### config.mk
export PLATFORM = sky130hd
export DESIGN_NAME = rvfpm_issue_ctrl
export DESIGN_NICKNAME = d
export VERILOG_FILES = /design/src/rtl/rvfpm_issue_ctrl.sv
export SDC_FILE = /design/constraint.sdc
export NUM_CORES = 1
export LEC_CHECK = 0
export CAP_MARGIN = 25
export CORE_MARGIN = 4
export CORE_UTILIZATION = 54
export CTS_BUF_LIST = sky130_fd_sc_hd__clkbuf_8
export DETAILED_ROUTE_END_ITERATION = 8
export GPL_ROUTABILITY_DRIVEN = 0
export GPL_TIMING_DRIVEN = 0
export PLACE_DENSITY = 0.87
export SLEW_MARGIN = 25
export SYNTH_ARGS = -nofsm -noshare
export SYNTH_HDL_FRONTEND = slang
export SYNTH_SLANG_ARGS = --single-unit
### constraint.sdc
create_clock -name ck -period 3.9 [get_ports ck]
set_input_delay 0.585 -clock ck [delete_from_list [all_inputs] [get_ports ck]]
set_output_delay 0.585 -clock ck [all_outputs]
set_load 0.01 [all_outputs]
### src/rtl/rvfpm_issue_ctrl.sv
// rvfpm_issue_ctrl
//   Issue/commit scheduler between the CORE-V-XIF coprocessor interface and
//   the rvfpm execution model. Offloaded FP instructions sit in a circular
//   slot queue from issue until commit. Killed entries are dropped at the head.
//   Committed entries go to the FPU model strictly in program order. A
//   per-register scoreboard holds back RAW/WAW hazards against in-flight
//   results.
//
// Ports
//   ck, rst            clock, synchronous active-high reset
//   issue_*            XIF issue handshake plus predecoded operand fields
//                      (issue_rs = {rs3,rs2,rs1}, issue_rs_valid bit k <-> rs(k+1))
//   commit_*           XIF commit (id, kill)
//   dispatch_*         in-order hand-off of the head instruction to the FPU model
//   retire_valid/rd    FPU result writeback; clears the scoreboard bit
//   count              occupied slots
//   busy               count != 0 or any scoreboard bit set
module rvfpm_issue_ctrl #(
    parameter int X_ID_WIDTH  = 4,
    parameter int QUEUE_DEPTH = 4,
    parameter int NUM_REGS    = 32
) (
    input  logic                                   ck,
    input  logic                                   rst,
    input  logic                                   issue_valid,
    output logic                                   issue_ready,
    input  logic                                   issue_accept,
    input  logic [31:0]                            issue_instr,
    input  logic [X_ID_WIDTH-1:0]                  issue_id,
    input  logic [4:0]                             issue_rd,
    input  logic                                   issue_rd_we,
    input  logic [14:0]                            issue_rs,
    input  logic [2:0]                             issue_rs_valid,
    input  logic                                   commit_valid,
    input  logic [X_ID_WIDTH-1:0]                  commit_id,
    input  logic                                   commit_kill,
    output logic                                   dispatch_valid,
    input  logic                                   dispatch_ready,
    output logic [31:0]                            dispatch_instr,
    output logic [X_ID_WIDTH-1:0]                  dispatch_id,
    input  logic                                   retire_valid,
    input  logic [4:0]                             retire_rd,
    output logic [$clog2(QUEUE_DEPTH+1)-1:0]       count,
    output logic                                   busy
);

    localparam int PW = $clog2(QUEUE_DEPTH);
    localparam int CW = $clog2(QUEUE_DEPTH+1);

    // S_EMPTY must be the all-zero encoding so a cleared slot reads as empty.
    typedef enum logic [1:0] {S_EMPTY, S_WAIT, S_GO, S_KILL} slot_st_e;

    typedef struct packed {
        slot_st_e              st;
        logic [31:0]           instr;
        logic [X_ID_WIDTH-1:0] id;
        logic [4:0]            rd;
        logic                  rd_we;
        logic [14:0]           rs;
        logic [2:0]            rs_valid;
    } slot_t;

    slot_t [QUEUE_DEPTH-1:0] slots, slots_nxt;
    logic  [PW-1:0]          head, tail;
    logic  [NUM_REGS-1:0]    sb, sb_nxt;

    slot_t      head_slot;
    logic [2:0] src_hit;
    logic       hazard;
    logic       push, pop, pop_kill, fire;

    assign head_slot = slots[head];

    always_comb begin
        for (int k = 0; k < 3; k++)
            src_hit[k] = head_slot.rs_valid[k] && sb[head_slot.rs[5*k +: 5]];
    end

    assign hazard         = (|src_hit) || (head_slot.rd_we && sb[head_slot.rd]);
    assign issue_ready    = (count != CW'(QUEUE_DEPTH));
    assign dispatch_valid = (head_slot.st == S_GO) && !hazard;
    assign dispatch_instr = head_slot.instr;
    assign dispatch_id    = head_slot.id;
    assign busy           = (count != '0) || (|sb);

    assign push     = issue_valid && issue_ready && issue_accept;
    assign pop_kill = (head_slot.st == S_KILL);
    assign fire     = dispatch_valid && dispatch_ready;
    assign pop      = pop_kill || fire;

    // Slot update: commit first, then head pop, then tail push. The popped
    // head is never in WAIT and the push target is always an empty slot, so
    // the three updates never touch the same slot in conflicting ways.
    always_comb begin
        slots_nxt = slots;
        for (int i = 0; i < QUEUE_DEPTH; i++) begin
            if (commit_valid && slots[i].st == S_WAIT && slots[i].id == commit_id)
                slots_nxt[i].st = commit_kill ? S_KILL : S_GO;
        end
        if (pop)
            slots_nxt[head].st = S_EMPTY;
        if (push) begin
            slots_nxt[tail].instr    = issue_instr;
            slots_nxt[tail].id       = issue_id;
            slots_nxt[tail].rd       = issue_rd;
            slots_nxt[tail].rd_we    = issue_rd_we;
            slots_nxt[tail].rs       = issue_rs;
            slots_nxt[tail].rs_valid = issue_rs_valid;
            // Commit in the same cycle as issue lands directly in GO/KILL.
            if (commit_valid && issue_id == commit_id)
                slots_nxt[tail].st = commit_kill ? S_KILL : S_GO;
            else
                slots_nxt[tail].st = S_WAIT;
        end
    end

    // Retire clears first so a same-cycle dispatch to the same rd wins.
    always_comb begin
        sb_nxt = sb;
        if (retire_valid)
            sb_nxt[retire_rd] = 1'b0;
        if (fire && head_slot.rd_we)
            sb_nxt[head_slot.rd] = 1'b1;
    end

    always_ff @(posedge ck) begin
        if (rst) begin
            slots <= '0;
            head  <= '0;
            tail  <= '0;
            sb    <= '0;
            count <= '0;
        end else begin
            slots <= slots_nxt;
            sb    <= sb_nxt;
            if (pop)  head <= head + PW'(1);
            if (push) tail <= tail + PW'(1);
            case ({push, pop})
                2'b10:   count <= count + CW'(1);
                2'b01:   count <= count - CW'(1);
                default: count <= count;
            endcase
        end
    end

endmodule
==> summary.txt, run 1 <==
Run status
  • Violations in the final reports: DRC, setup timing
  • Status: finished, violations left

Critical path
  • Worst EP arrival: 3570 ps
  • Critical Path End Type: primary output
  • Critical-path cell with the highest stage delay: sky130_fd_sc_hd__mux4_2
  • Kind of critical path: reg2out
  • Worst setup path start: head[1]
  • Endpoint required time on the critical path: 3310 ps
  • Worst-path maximum fanout: 10
  • Crit-path max cell delay: 580 ps
  • Startpoint of the lowest-slack register-to-register path: head[1]
  • Worst Setup Start Kind: flip-flop
  • Worst reg2reg setup slack: -120 ps
  • Crit-path most repeated cell: sky130_fd_sc_hd__buf_12
  • Family of cells with the greatest summed delay on the critical path: buffers and inverters
  • Cell Chain, Critical Path: buf_12 -> buf_12 -> mux4_2 -> buf_6 -> buf_6 -> mux2i_1 -> mux2i_1 -> o21bai_1 -> o22ai_1 -> nand2_2 -> nand3_4 -> buf_12 -> nor4b_4 -> buf_2
  • Bufs and invs on worst path: 6

Hold path
  • Class of the tightest hold or removal check: reg2reg
  • Launch point of the worst hold path: slots[0]

Placement
  • Cell area after placement: 15500 um^2
  • Cell count after placement: 2035
  • Total of buffers placed on input and output ports: 113
  • DP Wirelength: 30.1 mm

CTS
  • Number of buffers created by CTS: 46
  • Count of clock tree sinks: 287
  • TritonCTS clock tree: done
  • H-tree lvl count: 2
  • Latest clock arrival within the worst-skew pair: 600 ps
  • Clock Pin Slew Worst Setup and Hold Paths: 70 ps
  • Maximum root-to-sink buffer count: 3
  • CTS root buffer: sky130_fd_sc_hd__clkbuf_8
  • Post-CTS Hold Buffers: 0

Layout
  • Final cell count without fillers: between 2k and 2.5k
  • Layout-stage area growth over the synthesis result: 22.2%
  • Final Net Count: 1873
  • Final instance area: 17000 um^2
  • Most common library cell in the layout ignoring fill and taps: sky130_fd_sc_hd__nand2_1
  • Share of cells above drive strength 1: 15.1%
  • Most used cells in the layout excluding fill and tap cells: sky130_fd_sc_hd__nand2_1, sky130_fd_sc_hd__dfxtp_1, sky130_fd_sc_hd__a21oi_1
  • Number of antenna diodes: 0

GRT
  • Number of antenna violations at the first check in global routing: 1
  • First-pass GRT wire length: about 70 mm
  • Total global-route track usage: 30.7%
  • Via count of the first global-routing pass: 13.4k
  • Gr ovfl total: 0
  • Maximum number of pins on one net before global-route repair: 14

Power and ir drop
  • Clock share of power: 42.1%
  • Internal Dissipation: 0.00465 W
  • Switching Fraction: 26.6%
  • Net switching power: between 0.0015 and 0.002 W
  • Logic pwr share: 10.3%
  • PnR Total Power: 0.00634 W
  • Fraction of power consumed by sequential logic: 47.6%
  • VDD IR max: 0.312 mV
  • Power per unit of standard cell area: 373 nW/um^2
  • Static leakage: 5.63 nW

STA
  • Slew of the pin with the lowest slew margin: 844 ps
  • Setup repair after global routing missed its margin: true
  • Post-layout worst setup margin: -258 ps
  • Final setup violating endpoints: 2
  • Final hold slack: 454 ps
  • Fin crit share: 107%
  • Min Clock Period, post-route: between 4000 and 5000 ps
  • Top achievable clock speed: around 240 MHz
  • Sum Neg Setup Slack: -383 ps
  • Count of final hold-check violations: 0
  • Clock Skews: 28.3 ps
  • Slew Viols, Final: 0
  • Max-Slew Margin vs Limit: 43.8%

Logic synthesis
  • Yosys cell types: 56
  • Proportion of synthesized flip-flops having asynchronous set or reset: 0%
  • Number of nets produced by synthesis: 1679
  • Yosys warning count: 0
  • Number of enable flip-flop cells after synthesis: 0
  • Number of standard cells after synthesis: 1592
  • Total of flip-flops plus latches after synthesis: between 200 and 300
  • Per-instance average area after synthesis: slightly below 9 um^2
  • Total standard cell area after synthesis: around 14000 um^2
  • Most common flop cell mapped by yosys: sky130_fd_sc_hd__dfxtp_1
  • Share of synthesized area occupied by flip-flops and latches: between 40% and 50%

Detailed routing
  • DR iter-0 viols: 1803
  • Detailed-route DRC error count: 1
  • Detail-routed net length per standard cell: 21.4 um
  • Detailed-router iteration count before antenna repair: 9
  • Via count of the routed design: 13.7k
  • Drt via density: 6.35
  • Final wirelength: around 46 mm
  • Number of nets with antenna violations after detailed routing: 0

Floorplanning
  • Effective utilization at floorplan: 55.2%
  • Core ar.: around 25000 um^2
  • Die ar.: 28400 um^2
  • IO Count: 119
  • Horizontal die dimension: 169 um
  • Height of the chip: 169 um
  • Number of rows created at floorplan: 58

Run
  • Number of max-capacitance violations reported: 0
-- synth_stat cells, types with 4 or more instances --
cell	instances	share of area (%)
sky130_fd_sc_hd__nand4_1	9	0.40
sky130_fd_sc_hd__o21bai_1	5	0.27
sky130_fd_sc_hd__nor2b_1	22	0.99
sky130_fd_sc_hd__nor3b_1	6	0.32
sky130_fd_sc_hd__clkbuf_1	94	2.5
sky130_fd_sc_hd__mux2_2	6	0.49
sky130_fd_sc_hd__buf_6	9	0.73
sky130_fd_sc_hd__buf_2	9	0.32
sky130_fd_sc_hd__o22ai_1	11	0.49
sky130_fd_sc_hd__a211oi_1	6	0.32
sky130_fd_sc_hd__o41ai_1	4	0.25
sky130_fd_sc_hd__mux4_2	65	11
sky130_fd_sc_hd__xnor2_1	17	1.1
sky130_fd_sc_hd__mux2i_1	70	5.0
sky130_fd_sc_hd__o21ai_0	20	0.72
sky130_fd_sc_hd__and2_1	7	0.31
sky130_fd_sc_hd__inv_1	11	0.30
sky130_fd_sc_hd__nand3_1	8	0.29
sky130_fd_sc_hd__or2_2	5	0.22
sky130_fd_sc_hd__a21oi_1	244	8.8
sky130_fd_sc_hd__o2bb2ai_1	4	0.25
sky130_fd_sc_hd__ha_1	9	0.81
sky130_fd_sc_hd__xor2_1	6	0.38
sky130_fd_sc_hd__nand2b_1	9	0.40
sky130_fd_sc_hd__o41ai_2	29	3.4
sky130_fd_sc_hd__buf_4	5	0.27
sky130_fd_sc_hd__dfxtp_1	287	41
sky130_fd_sc_hd__nand2_1	520	14
sky130_fd_sc_hd__buf_1	7	0.19
sky130_fd_sc_hd__nor3_1	5	0.18
sky130_fd_sc_hd__nand3b_1	23	1.2
sky130_fd_sc_hd__nor4_1	8	0.36
sky130_fd_sc_hd__nor2_1	19	0.51
-- kinds of logic (layout without fill, tap and decap cells) --
family / after synthesis / in the layout / share of synthesized area, %
AO/OA/AOI/OAI: 342 / 342 / 15.7
XOR/XNOR: 23 / 23 / 1.45
adder cells (fa/ha/maj): 10 / 10 / 0.952
buffers and inverters: 135 / 364 / 4.34
flip-flops: 287 / 287 / 41.3
multiplexers: 143 / 144 / 16.4
AND/OR/NAND/NOR: 652 / 652 / 19.9
-- state kept, by name (all words and copies together) (netlist names) --
name,flops
tail,2
slots,248
sb,32
head,2
count,3
-- per-stage QoR --
step / setup slack [ps] / util [%]
2_1_floorplan: 225 / -
3_3_place_gp: -561 / 61.3
3_5_place_dp: -698 / 61.3
4_1_cts: -214 / 66.4
5_1_grt: -377 / 67.4
6_report: -258 / 67.4
-- power by group through the flow --
stage               registers [W]  clock network, W  logic [W]
floorplan                 0.00307                 0   0.000322
global placement          0.00308                 0   0.000578
detailed placement        0.00308                 0   0.000592
CTS                       0.00302           0.00265   0.000614
global route              0.00302           0.00280   0.000686
finish                    0.00302           0.00267   0.000651
-- layer usage --
metal | wire length, um | GRT usage [%] | share of wire (%) | vias to the layer above
met5 | 12 | 0 | 0.026 | -
met4 | 2600 | 15.6 | 5.6 | 2
met3 | 5610 | 8.01 | 12 | 253
met2 | 22000 | 51.4 | 48 | 1071
met1 | 15800 | 36.6 | 34 | 6408
li1 | - | - | - | 5928
-- worst register-to-register path: stages, from the launching register on --
cell	delay (ps)
sky130_fd_sc_hd__dfxtp_4	410
sky130_fd_sc_hd__buf_12	150
sky130_fd_sc_hd__buf_12	140
sky130_fd_sc_hd__mux4_2	550
sky130_fd_sc_hd__buf_8	180
sky130_fd_sc_hd__mux2i_1	220
sky130_fd_sc_hd__o22ai_2	110
sky130_fd_sc_hd__a211oi_2	270
sky130_fd_sc_hd__o21ai_2	130
sky130_fd_sc_hd__o211ai_4	130
sky130_fd_sc_hd__buf_4	160
sky130_fd_sc_hd__buf_6	120
sky130_fd_sc_hd__a31oi_4	90
sky130_fd_sc_hd__inv_1	80
sky130_fd_sc_hd__ha_2	180
sky130_fd_sc_hd__inv_1	50
sky130_fd_sc_hd__fa_1	370
sky130_fd_sc_hd__xor2_1	150
sky130_fd_sc_hd__or3_1	310
sky130_fd_sc_hd__a21oi_1	140
-- path summary, 6_finish.rpt --
path | endpoint | depth (start not counted)
setup / recovery | dispatch_valid | 14
hold reg to reg | slots[0] | 2
hold / removal | slots[0] | 2
setup reg to reg | count[2] | 19
-- final cells by class --
class	instances	area, um^2
buffer	123	658
clock buffer	57	785
clock inverter	27	168
fill	1902	8230
inverter	11	41.3
multi-input combinational	1171	7810
sequential	287	5750
tap	330	413
timing repair buffer	146	1400
-- repair_timing --
| action | 4_1_cts | 5_1_grt |
|---|---|---|
| gates cloned | 1 | 1 |
| pin swaps | 9 | 12 |
| resized for setup | 65 | 37 |
| endpoints found under the setup margin | 40 | 32 |
| setup buffers | 17 | 15 |
(Power assumes the default switching activity.)
==> run 2: changes to the inputs <==
--- a/config.mk
+++ b/config.mk
@@ -11,7 +11,6 @@
 export CTS_BUF_LIST = sky130_fd_sc_hd__clkbuf_8
 export DETAILED_ROUTE_END_ITERATION = 8
 export GPL_ROUTABILITY_DRIVEN = 0
-export GPL_TIMING_DRIVEN = 0
 export PLACE_DENSITY = 0.87
 export SLEW_MARGIN = 25
 export SYNTH_ARGS = -nofsm -noshare
==> run 2 against run 1 <==
The run ends with setup timing left; maximum frequency increased by 4.1%; sequential cell count unchanged; wire length is 6.8% lower; clock-buffer cell count rose by 4; register-to-register slack better by 100 ps; clock skew is 3.9 ps lower.
==> summary.txt, run 2 (same netlist as run 1, synthesis figures left out) <==
Layout
  • Layout fillers: between 1.5k and 2k
  • Area of combinational cells with multiple inputs: 7770 um^2
  • Share of cells above drive strength 1: 15.7%
  • Most common library cell in the layout ignoring fill and taps: sky130_fd_sc_hd__nand2_1
  • Final instance area: 16800 um^2
  • Area taken by flip-flops and latches: 5750 um^2
  • Number of antenna diodes: 0
  • Most used cells in the layout excluding fill and tap cells: sky130_fd_sc_hd__nand2_1, sky130_fd_sc_hd__dfxtp_1, sky130_fd_sc_hd__a21oi_1
  • Final Net Count: ~1.8k
  • Final cell count without fillers: 2064
  • Register with the highest flop count: slots
  • Top Registers: slots: 248 flops, sb: 32 flops, count: 3 flops
  • Largest register FFs: 248
  • Layout-stage area growth over the synthesis result: 20.3%

Hold path
  • Class of the tightest hold or removal check: reg2reg
  • Launch point of the worst hold path: slots[236]

Floorplanning
  • IO Count: 119
  • Die ar.: 28400 um^2
  • Effective utilization at floorplan: 55.2%
  • Horizontal die dimension: 169 um
  • Number of rows created at floorplan: 58
  • Height of the chip: 169 um
  • Core ar.: 25300 um^2

Critical path
  • Worst-path maximum fanout: 8
  • Family of cells with the greatest summed delay on the critical path: multiplexers
  • Bufs and invs on worst path: 3
  • Critical-path cell with the highest stage delay: sky130_fd_sc_hd__mux4_2
  • Worst EP arrival: ~3400 ps
  • Endpoint required time on the critical path: 3310 ps
  • Crit-path max cell delay: 620 ps
  • Worst setup path start: head[1]
  • Startpoint of the lowest-slack register-to-register path: head[1]
  • Kind of critical path: reg2out
  • Critical Path End Type: primary output
  • Cell Chain, Critical Path: buf_12 -> mux4_2 -> mux2i_1 -> mux2i_1 -> a211oi_1 -> o21ai_1 -> o211ai_2 -> nand3_2 -> nor4b_4 -> buf_4 -> buf_6
  • Crit-path most repeated cell: sky130_fd_sc_hd__mux2i_1
  • Worst Setup Start Kind: flip-flop

CTS
  • TritonCTS clock tree: done
  • CTS root buffer: sky130_fd_sc_hd__clkbuf_8
  • Post-CTS Hold Buffers: 0
  • Latest clock arrival within the worst-skew pair: 570 ps
  • Clock Pin Slew Worst Setup and Hold Paths: 60 ps
  • Maximum root-to-sink buffer count: 3
  • H-tree lvl count: 2
  • Number of buffers created by CTS: 48
  • Count of clock tree sinks: around 290

STA
  • Count of final hold-check violations: 0
  • Setup repair after global routing missed its margin: true
  • Final setup violating endpoints: 3
  • Clock Skews: 24.4 ps
  • Max-Slew Margin vs Limit: between 40% and 50%
  • Slew Viols, Final: 0
  • Top achievable clock speed: 250 MHz
  • Min Clock Period, post-route: 3990 ps
  • Sum Neg Setup Slack: -123 ps
  • Slew of the pin with the lowest slew margin: roughly 800 ps
  • Final hold slack: 449 ps
  • Post-layout worst setup margin: -93.0 ps
  • Fin crit share: 102%

Placement
  • DP Wirelength: 25.1 mm
  • Cell count after placement: a little under 2k
  • Total of buffers placed on input and output ports: 118
  • Cell area after placement: between 15000 and 20000 um^2

Run
  • Number of max-capacitance violations reported: 0

Detailed routing
  • Via count of the routed design: 13.0k
  • Drt via density: 6.32
  • Detailed-router iteration count before antenna repair: 5
  • Detail-routed net length per standard cell: 20.8 um
  • Detailed-route DRC error count: 0
  • Final wirelength: approximately 43 mm
  • DR iter-0 viols: 1455
  • Number of nets with antenna violations after detailed routing: 0

GRT
  • Number of antenna violations at the first check in global routing: 2
  • Gr ovfl total: 0
  • Via count of the first global-routing pass: 13.2k
  • Maximum number of pins on one net before global-route repair: 175
  • First-pass GRT wire length: 66.7 mm
  • Total global-route track usage: 28.7%

Power and ir drop
  • Power per unit of standard cell area: 375 nW/um^2
  • VDD IR max: 0.425 mV
  • Static leakage: about 5.6 nW

Run status
  • Violations in the final reports: setup timing
  • Status: finished, violations left
## run 2: cell count changes in the layout (fill, tap and decap cells not counted), moves of 4 or more
cell                              before  now
sky130_fd_sc_hd__and2_2                0    4
sky130_fd_sc_hd__buf_6                13    5
sky130_fd_sc_hd__mux2i_1              63   69
sky130_fd_sc_hd__mux2i_2               5    1
sky130_fd_sc_hd__buf_4                34   51
sky130_fd_sc_hd__and2_1                6    2
sky130_fd_sc_hd__clkbuf_1             89    0
sky130_fd_sc_hd__clkbuf_8             57   62
sky130_fd_sc_hd__buf_12                3    7
sky130_fd_sc_hd__buf_2                 6    0
sky130_fd_sc_hd__clkbuf_4              4    0
sky130_fd_sc_hd__clkdlybuf4s50_1     112  116
## run 2: area by class of cell
cell class	count	share of cell area [%]
inverter	11	0.246
timing repair buffer	183	10.9
tap	330	2.46
clock inverter	19	0.642
sequential	287	34.3
clock buffer	61	5.01
multi-input combinational	1173	46.4
## run 2: report_power, final
part           leakage [nW]  switching [W]  internal, W  total [W]
registers              2.32      0.0000346      0.00299    0.00302
logic                  2.74       0.000340     0.000268   0.000608
clock network         0.546        0.00119      0.00146    0.00265
## run 2: metal layers
layer	vias to the layer above	track usage [%]	routed length, um	part of all wire, %
met5	-	0	26	0.061
met4	4	14.8	2190	5.1
met3	254	7.71	4740	11
met2	834	48.3	20700	48
met1	6190	33.7	15300	36
li1	5764	-	-	-
## run 2: worst min-delay path: stages (launching register included)
cell and delay, ps:
sky130_fd_sc_hd__dfxtp_1 300, sky130_fd_sc_hd__nand2_1 50, sky130_fd_sc_hd__a21oi_1 50
## run 2: repair_timing
| action | 4_1_cts | 5_1_grt |
|---|---|---|
| gates cloned | 3 | 1 |
| pin swaps | 7 | 9 |
| endpoints found under the setup margin | 1 | 35 |
| gates resized for setup | 16 | 24 |
| buffers inserted | 28 | 5 |
## run 2: per-stage QoR
step / utilization (%) / setup WS (ps) / power, W
floorplan: - / 225 / 0.00339
global placement: 60.5 / 78.8 / 0.00362
detailed placement: 60.5 / 2.05 / 0.00364
CTS: 65.7 / 43.6 / 0.00627
global route: 66.3 / -299 / 0.00649
finish: 66.3 / -93.0 / 0.00628
## run 2: path summary, 6_finish.rpt
check,end,slack (ps),cells after the start
min reg2reg,slots[236],450,2
min,slots[236],450,2
max reg2reg,count[2],-20,18
max,dispatch_valid,-90,11
==> variant 1, RTL diff (flow settings as in run 2) <==
The parameter `X_ID_WIDTH` goes from 4 to 5.
--- a/src/rtl/rvfpm_issue_ctrl.sv
+++ b/src/rtl/rvfpm_issue_ctrl.sv
@@ -16,7 +16,7 @@
 //   count              occupied slots
 //   busy               count != 0 or any scoreboard bit set
 module rvfpm_issue_ctrl #(
-    parameter int X_ID_WIDTH  = 4,
+    parameter int X_ID_WIDTH  = 5,
     parameter int QUEUE_DEPTH = 4,
     parameter int NUM_REGS    = 32
 ) (
Ports: changed (resized commit_id, dispatch_id and issue_id); port bits go from 119 to 122. No check against the original RTL was run, so the function may have changed too.
==> variant 1 against run 2 <==
  * The run still ends with negative setup slack left
  * Global-route usage up 0.073 points
  * Cell count grew 2.2%
  * Sequential power rose by 2%
  * Sequential share of layout area up 0.53 points
  * Final area fell by 0.16%
  * Sequential cell count increased by 4
  * Routed wire length fell by 2.2%
  * Worst setup slack got worse by 0.033 ns
  * Synthesized area down 1.1%
  * Power up 7.2%
  * Critical endpoint is now count[2]$_SDFFE_PP0P_
  * Largest power group unchanged
  * Highest routed layer unchanged
==> variant 1: results (changes against run 2) <==
post-synthesis mux area share=16.98% (was 16.40%); HP Class=reg -> reg (unchanged); all-layer global routing usage=28.78% (was 28.71%); final slew viol count=0 (unchanged); number of global-route vias before repair=13,130 (was 13,220); fin worst setup slack=-0.1258 ns (was -0.09302 ns); setup_tns=-0.2618 ns (was -0.1232 ns); clock skew=0.02687 ns (was 0.02440 ns); root buffer cell=clkbuf_8 (unchanged); Critical Path End=count[2]$_SDFFE_PP0P_ (was dispatch_valid); Worst-Skew Late Latency=0.59 ns (was 0.57 ns); hold path endpoint=slots[155]$_SDFFE_PP0P_ (was slots[236]$_SDFFE_PP0P_); Seq/Total Area, Yosys=42.27% (was 41.25%); Max FO, Critical Path=6 (was 8); flop2flop setup slack=-0.13 ns (was -0.02 ns); pre-CTS setup slack=-0.1397 ns (was 0.002046 ns); top post-synthesis cells by area=dfxtp_1, nand2_1, mux4_2 (unchanged); initial antenna violation count=1 (was 2); Post-DP HPWL=26.19 mm (was 25.07 mm); violated checks=negative setup slack (unchanged); vias per inst=6.172 (was 6.321); WL/cell=19.91 um (was 20.81 um); first-pass GRT wire length=67.24 mm (was 66.72 mm); Post-Synth Adder-Cell Area=0.9624% (was 0.9522%); IO Port Bufs=121 (was 118); Cells after DPL=2,010 (was 1,948); top_reg_cell synth=dfxtp_1 (unchanged); post-synthesis xor/xnor area fraction=1.780% (was 1.446%); crit path DAT=4.54 ns (was 3.41 ns); H-Tree Depth=2 (unchanged); Top delay family on crit path=simple AND/OR/NAND/NOR gates (was multiplexers); CTS clk-pin slew, worst paths=0.06 ns (about the same); layout cells sized above 1=13.77% (was 15.69%); pin count of the biggest net entering global routing=80 (was 175); Fillers=1,932 (was 1,940); status=finished with violations (unchanged); Non-Filler Instances=2,109 (was 2,064); setup violators final=3 (unchanged); r2r worst-path depth=17 (was 18); Final Hold Slack=0.4510 ns (was 0.4493 ns); Post-synth top cells=nand2_1, dfxtp_1, a21oi_1 (unchanged); Leak=5.488 nW (was 5.611 nW); maximum vdd drop=0.0003082 V (was 0.0004246 V); Net Count, Synth=1,710 (was 1,679); hold-fix buffers at CTS=0 (unchanged); hold path start=slots[155]$_SDFFE_PP0P_ (was slots[236]$_SDFFE_PP0P_); detailed router's first-iteration violation count=1,348 (was 1,455); ant diodes=0 (unchanged); Slew headroom=46.31% (was 46.56%); unique cell type count in the Yosys netlist=49 (was 56); Max stage delay on crit path=0.57 ns (was 0.62 ns); CTS buffer count=48 (unchanged); complex-gate fraction of the synthesized area=14.34% (was 15.70%); largest registers=slots (252), sb (32), count (3) (was slots (248), sb (32), count (3)); Detailed Routing Iterations Pass 1=8 (was 5); Final nets=1,834 (was 1,791); Post-Synthesis Cells=1,621 (was 1,592); crit path from=head[1]$_SDFFE_PP0N_ (unchanged)
[variant 1: kinds of logic (layout without fill, tap and decap cells)]
logic type,count (synthesis),after routing
compound gates,348,348
xor+xnor,28,28
fa+ha+maj,10,10
buf+inv,144,300
flops,291,291
mux,149,151
simple gates,651,651
[variant 1: final cells by class]
type / count / area, um^2 / share of cell area (%)
clock buffer: 58 / 798.3 / 4.772
clock inverter: 26 / 289.0 / 1.728
inverter: 24 / 90.09 / 0.5385
multi-input combinational: 1188 / 7431 / 44.42
sequential: 291 / 5833 / 34.87
tap: 330 / 412.9 / 2.468
timing repair buffer: 192 / 1876 / 11.21
[variant 1: what timing repair did]
item / 4_1_cts / 5_1_grt
gates cloned: 3 / 0
buffers inserted: 9 / 3
resized for setup: 11 / 3
setup endpoints to repair: 2 / 3
pin swaps: 10 / 3
[variant 1: metrics by stage]
| step | total power, mW | area, um^2 |
|---|---|---|
| 2_1_floorplan | 3.475 | 13830 |
| 4_1_cts | 6.739 | 16700 |
| 5_1_grt | 6.946 | 16730 |
| 3_3_place_gp | 3.734 | 15430 |
| 6_report | 6.732 | 16730 |
| 3_5_place_dp | 3.751 | 15430 |
[variant 1: per-layer routing]
metal	share of wire [%]	global-route usage, %	vias to the layer above
met5	0.029	0	-
met4	4.7	13.97	2
met3	10	6.563	207
met2	48	48.17	767
met1	37	35.10	6172
li1	-	-	5868
[variant 1: power breakdown]
part | switching, mW | total (mW) | internal (mW)
clock network | 1.27 | 3.02 | 1.75
registers | 0.0403 | 3.08 | 3.04
logic | 0.354 | 0.638 | 0.284
total | 1.66 | 6.73 | 5.07
==> variant 2, RTL diff (config.mk and constraints of run 2) <==
Without the edit above. Make the reset (`rst`) asynchronous in one clocked block. Comments in the files are not updated.
--- a/src/rtl/rvfpm_issue_ctrl.sv
+++ b/src/rtl/rvfpm_issue_ctrl.sv
@@ -123,7 +123,7 @@
             sb_nxt[head_slot.rd] = 1'b1;
     end
 
-    always_ff @(posedge ck) begin
+    always_ff @(posedge ck or posedge rst) begin
         if (rst) begin
             slots <= '0;
             head  <= '0;
Check against the original RTL: not equivalent (a bounded check fails within 4 cycles, from zero or initial values and one cycle with rst high; the reset may be asserted at any time).
==> variant 2 against run 2 <==
  * Synthesized area increased by 1.4%
  * Sequential cell count unchanged
  * Final area increased by 0.82%
  * Highest routed layer unchanged
  * Cell count decreased by 26%
  * First-iteration DRC count decreased by 39%
  * Routed wire length decreased by 20%
  * Clock skew decreased by 0.0025 ns
  * Critical path depth increased by 1
  * Largest cell class is now sequential cells
  * Worst hold slack improved by 0.011 ns
  * Worst setup slack improved by 0.23 ns
Power is not compared: it rests on default switching activity, and its combinational part moved more than twofold at a synthesized area within 25%.
==> variant 2: results (changes against run 2) <==
Slew headroom=31.73% (was 46.56%); pre-CTS setup slack=-0.02578 ns (was 0.002046 ns); Net Count, Synth=1,097 (was 1,679); DR vias=9,386 (was 13,050); Fillers=1,702 (was 1,940); r2r worst-path depth=18 (unchanged); all-layer global routing usage=23.88% (was 28.71%); unique cell type count in the Yosys netlist=45 (was 56); Cells after DPL=1,421 (was 1,948); clock skew=0.02187 ns (was 0.02440 ns); pin count of the biggest net entering global routing=100 (was 175); status=complete, no violations (was finished with violations); WL/cell=22.50 um (was 20.81 um); Post-DP HPWL=21.91 mm (was 25.07 mm); detailed router's first-iteration violation count=889 (was 1,455); origin of the critical flop-to-flop path=head[0]$_DFFE_PP0N_ (was head[1]$_SDFFE_PP0N_); Seq/Total Area, Yosys=50.84% (was 41.25%); Reg-to-Reg End=count[2]$_DFFE_PP0P_ (was count[2]$_SDFFE_PP0P_); Switching Share=35.52%; Post-Synthesis Cells=1,010 (was 1,592); Final Hold Slack=0.4602 ns (was 0.4493 ns); top post-synthesis cells by area=dfrtp_1, mux2_2, mux4_2 (was dfxtp_1, nand2_1, mux4_2); Post-synth top cells=dfrtp_1, mux2_2, mux2i_1 (was nand2_1, dfxtp_1, a21oi_1); Post-Synth Adder-Cell Area=0.9389% (was 0.9522%); post-synthesis xor/xnor area fraction=1.488% (was 1.446%); layout cells sized above 1=36.36% (was 15.69%); HP Class=in -> async (was reg -> reg); DP Area=15,750 um^2 (was 15,290 um^2); post-synthesis mux area share=36.11% (was 16.40%); crit path DAT=3.18 ns (was 3.41 ns); first-pass GRT wire length=54.57 mm (was 66.72 mm); CTS buffer count=46 (was 48); Final nets=1,243 (was 1,791); DRT Wirelength=34.22 mm (was 42.95 mm); number of global-route vias before repair=10,000 (was 13,220); initial antenna violation count=1 (was 2); IO Port Bufs=118 (unchanged); asr flop ratio synth=100.0% (was 0%); Max FO, Critical Path=11 (was 8); complex-gate fraction of the synthesized area=4.553% (was 15.70%)
-- variant 2: power by group through the flow --
| stage | Sequential (mW) | Combinational (mW) | Clock, mW |
|---|---|---|---|
| 4_1_cts | 5.33 | 7.49 | 2.58 |
| 3_5_place_dp | 5.36 | 7.09 | 0 |
| 3_3_place_gp | 5.28 | 6.88 | 0 |
| 6_report | 5.37 | 7.64 | 2.52 |
| 5_1_grt | 5.49 | 8.17 | 2.72 |
| 2_1_floorplan | 4.97 | 5.08 | 0 |
-- variant 2: worst max-delay path by stage --
stage	endpoint	slack, ns	startpoint
floorplan	count[0]$_DFFE_PP0P_	-0.49	rst
global placement	dispatch_valid	0.05	head[0]$_DFFE_PP0N_
detailed placement	count[2]$_DFFE_PP0P_	-0.03	head[1]$_DFFE_PP0N_
CTS	count[2]$_DFFE_PP0P_	0.009	head[0]$_DFFE_PP0N_
global route	count[2]$_DFFE_PP0P_	-0.05	head[0]$_DFFE_PP0N_
finish	dispatch_valid	0.13	head[0]$_DFFE_PP0N_
-- variant 2: area by class of cell --
class | instances | area [um^2] | area share, %
clock buffer | 57 | 784.5 | 4.644
clock inverter | 26 | 130.1 | 0.7703
inverter | 19 | 76.32 | 0.4518
multi-input combinational | 645 | 6688 | 39.59
sequential | 287 | 7189 | 42.56
tap | 330 | 412.9 | 2.444
timing repair buffer | 157 | 1613 | 9.547
-- variant 2: worst max-delay path: stages, from the launching register on --
cell	delay, ns
dfrtp_4	0.54
buf_4	0.16
mux4_2	0.45
buf_4	0.22
mux2i_1	0.17
mux2i_1	0.09
o41ai_1	0.27
a31oi_1	0.08
o211ai_1	0.10
nand4_1	0.14
buf_4	0.18
nor2_4	0.10
buf_6	0.11
-- variant 2: what timing repair did --
action,CTS,global route
endpoints found under the setup margin,2,3
pin swaps,1,6
endpoints found under the hold margin,0,0
gates cloned,1,1
buffers inserted,13,3
resized for setup,8,8
-- variant 2: kinds of logic after synthesis --
group	count (synthesis)
AND/OR/NAND/NOR	103
buffers and inverters	79
flip-flops	287
adder cells (fa/ha/maj)	10
AO/OA/AOI/OAI	112
multiplexers	395
XOR/XNOR	24
-- variant 2: routing by layer --
layer / GRT usage, % / part of all wire, % / vias to the layer above
li1: - / - / 4083
met1: 31.64 / 40 / 4784
met2: 38.24 / 48 / 421
met3: 7.920 / 9.7 / 96
met4: 6.580 / 2.5 / 2
met5: 0 / 0.038 / -
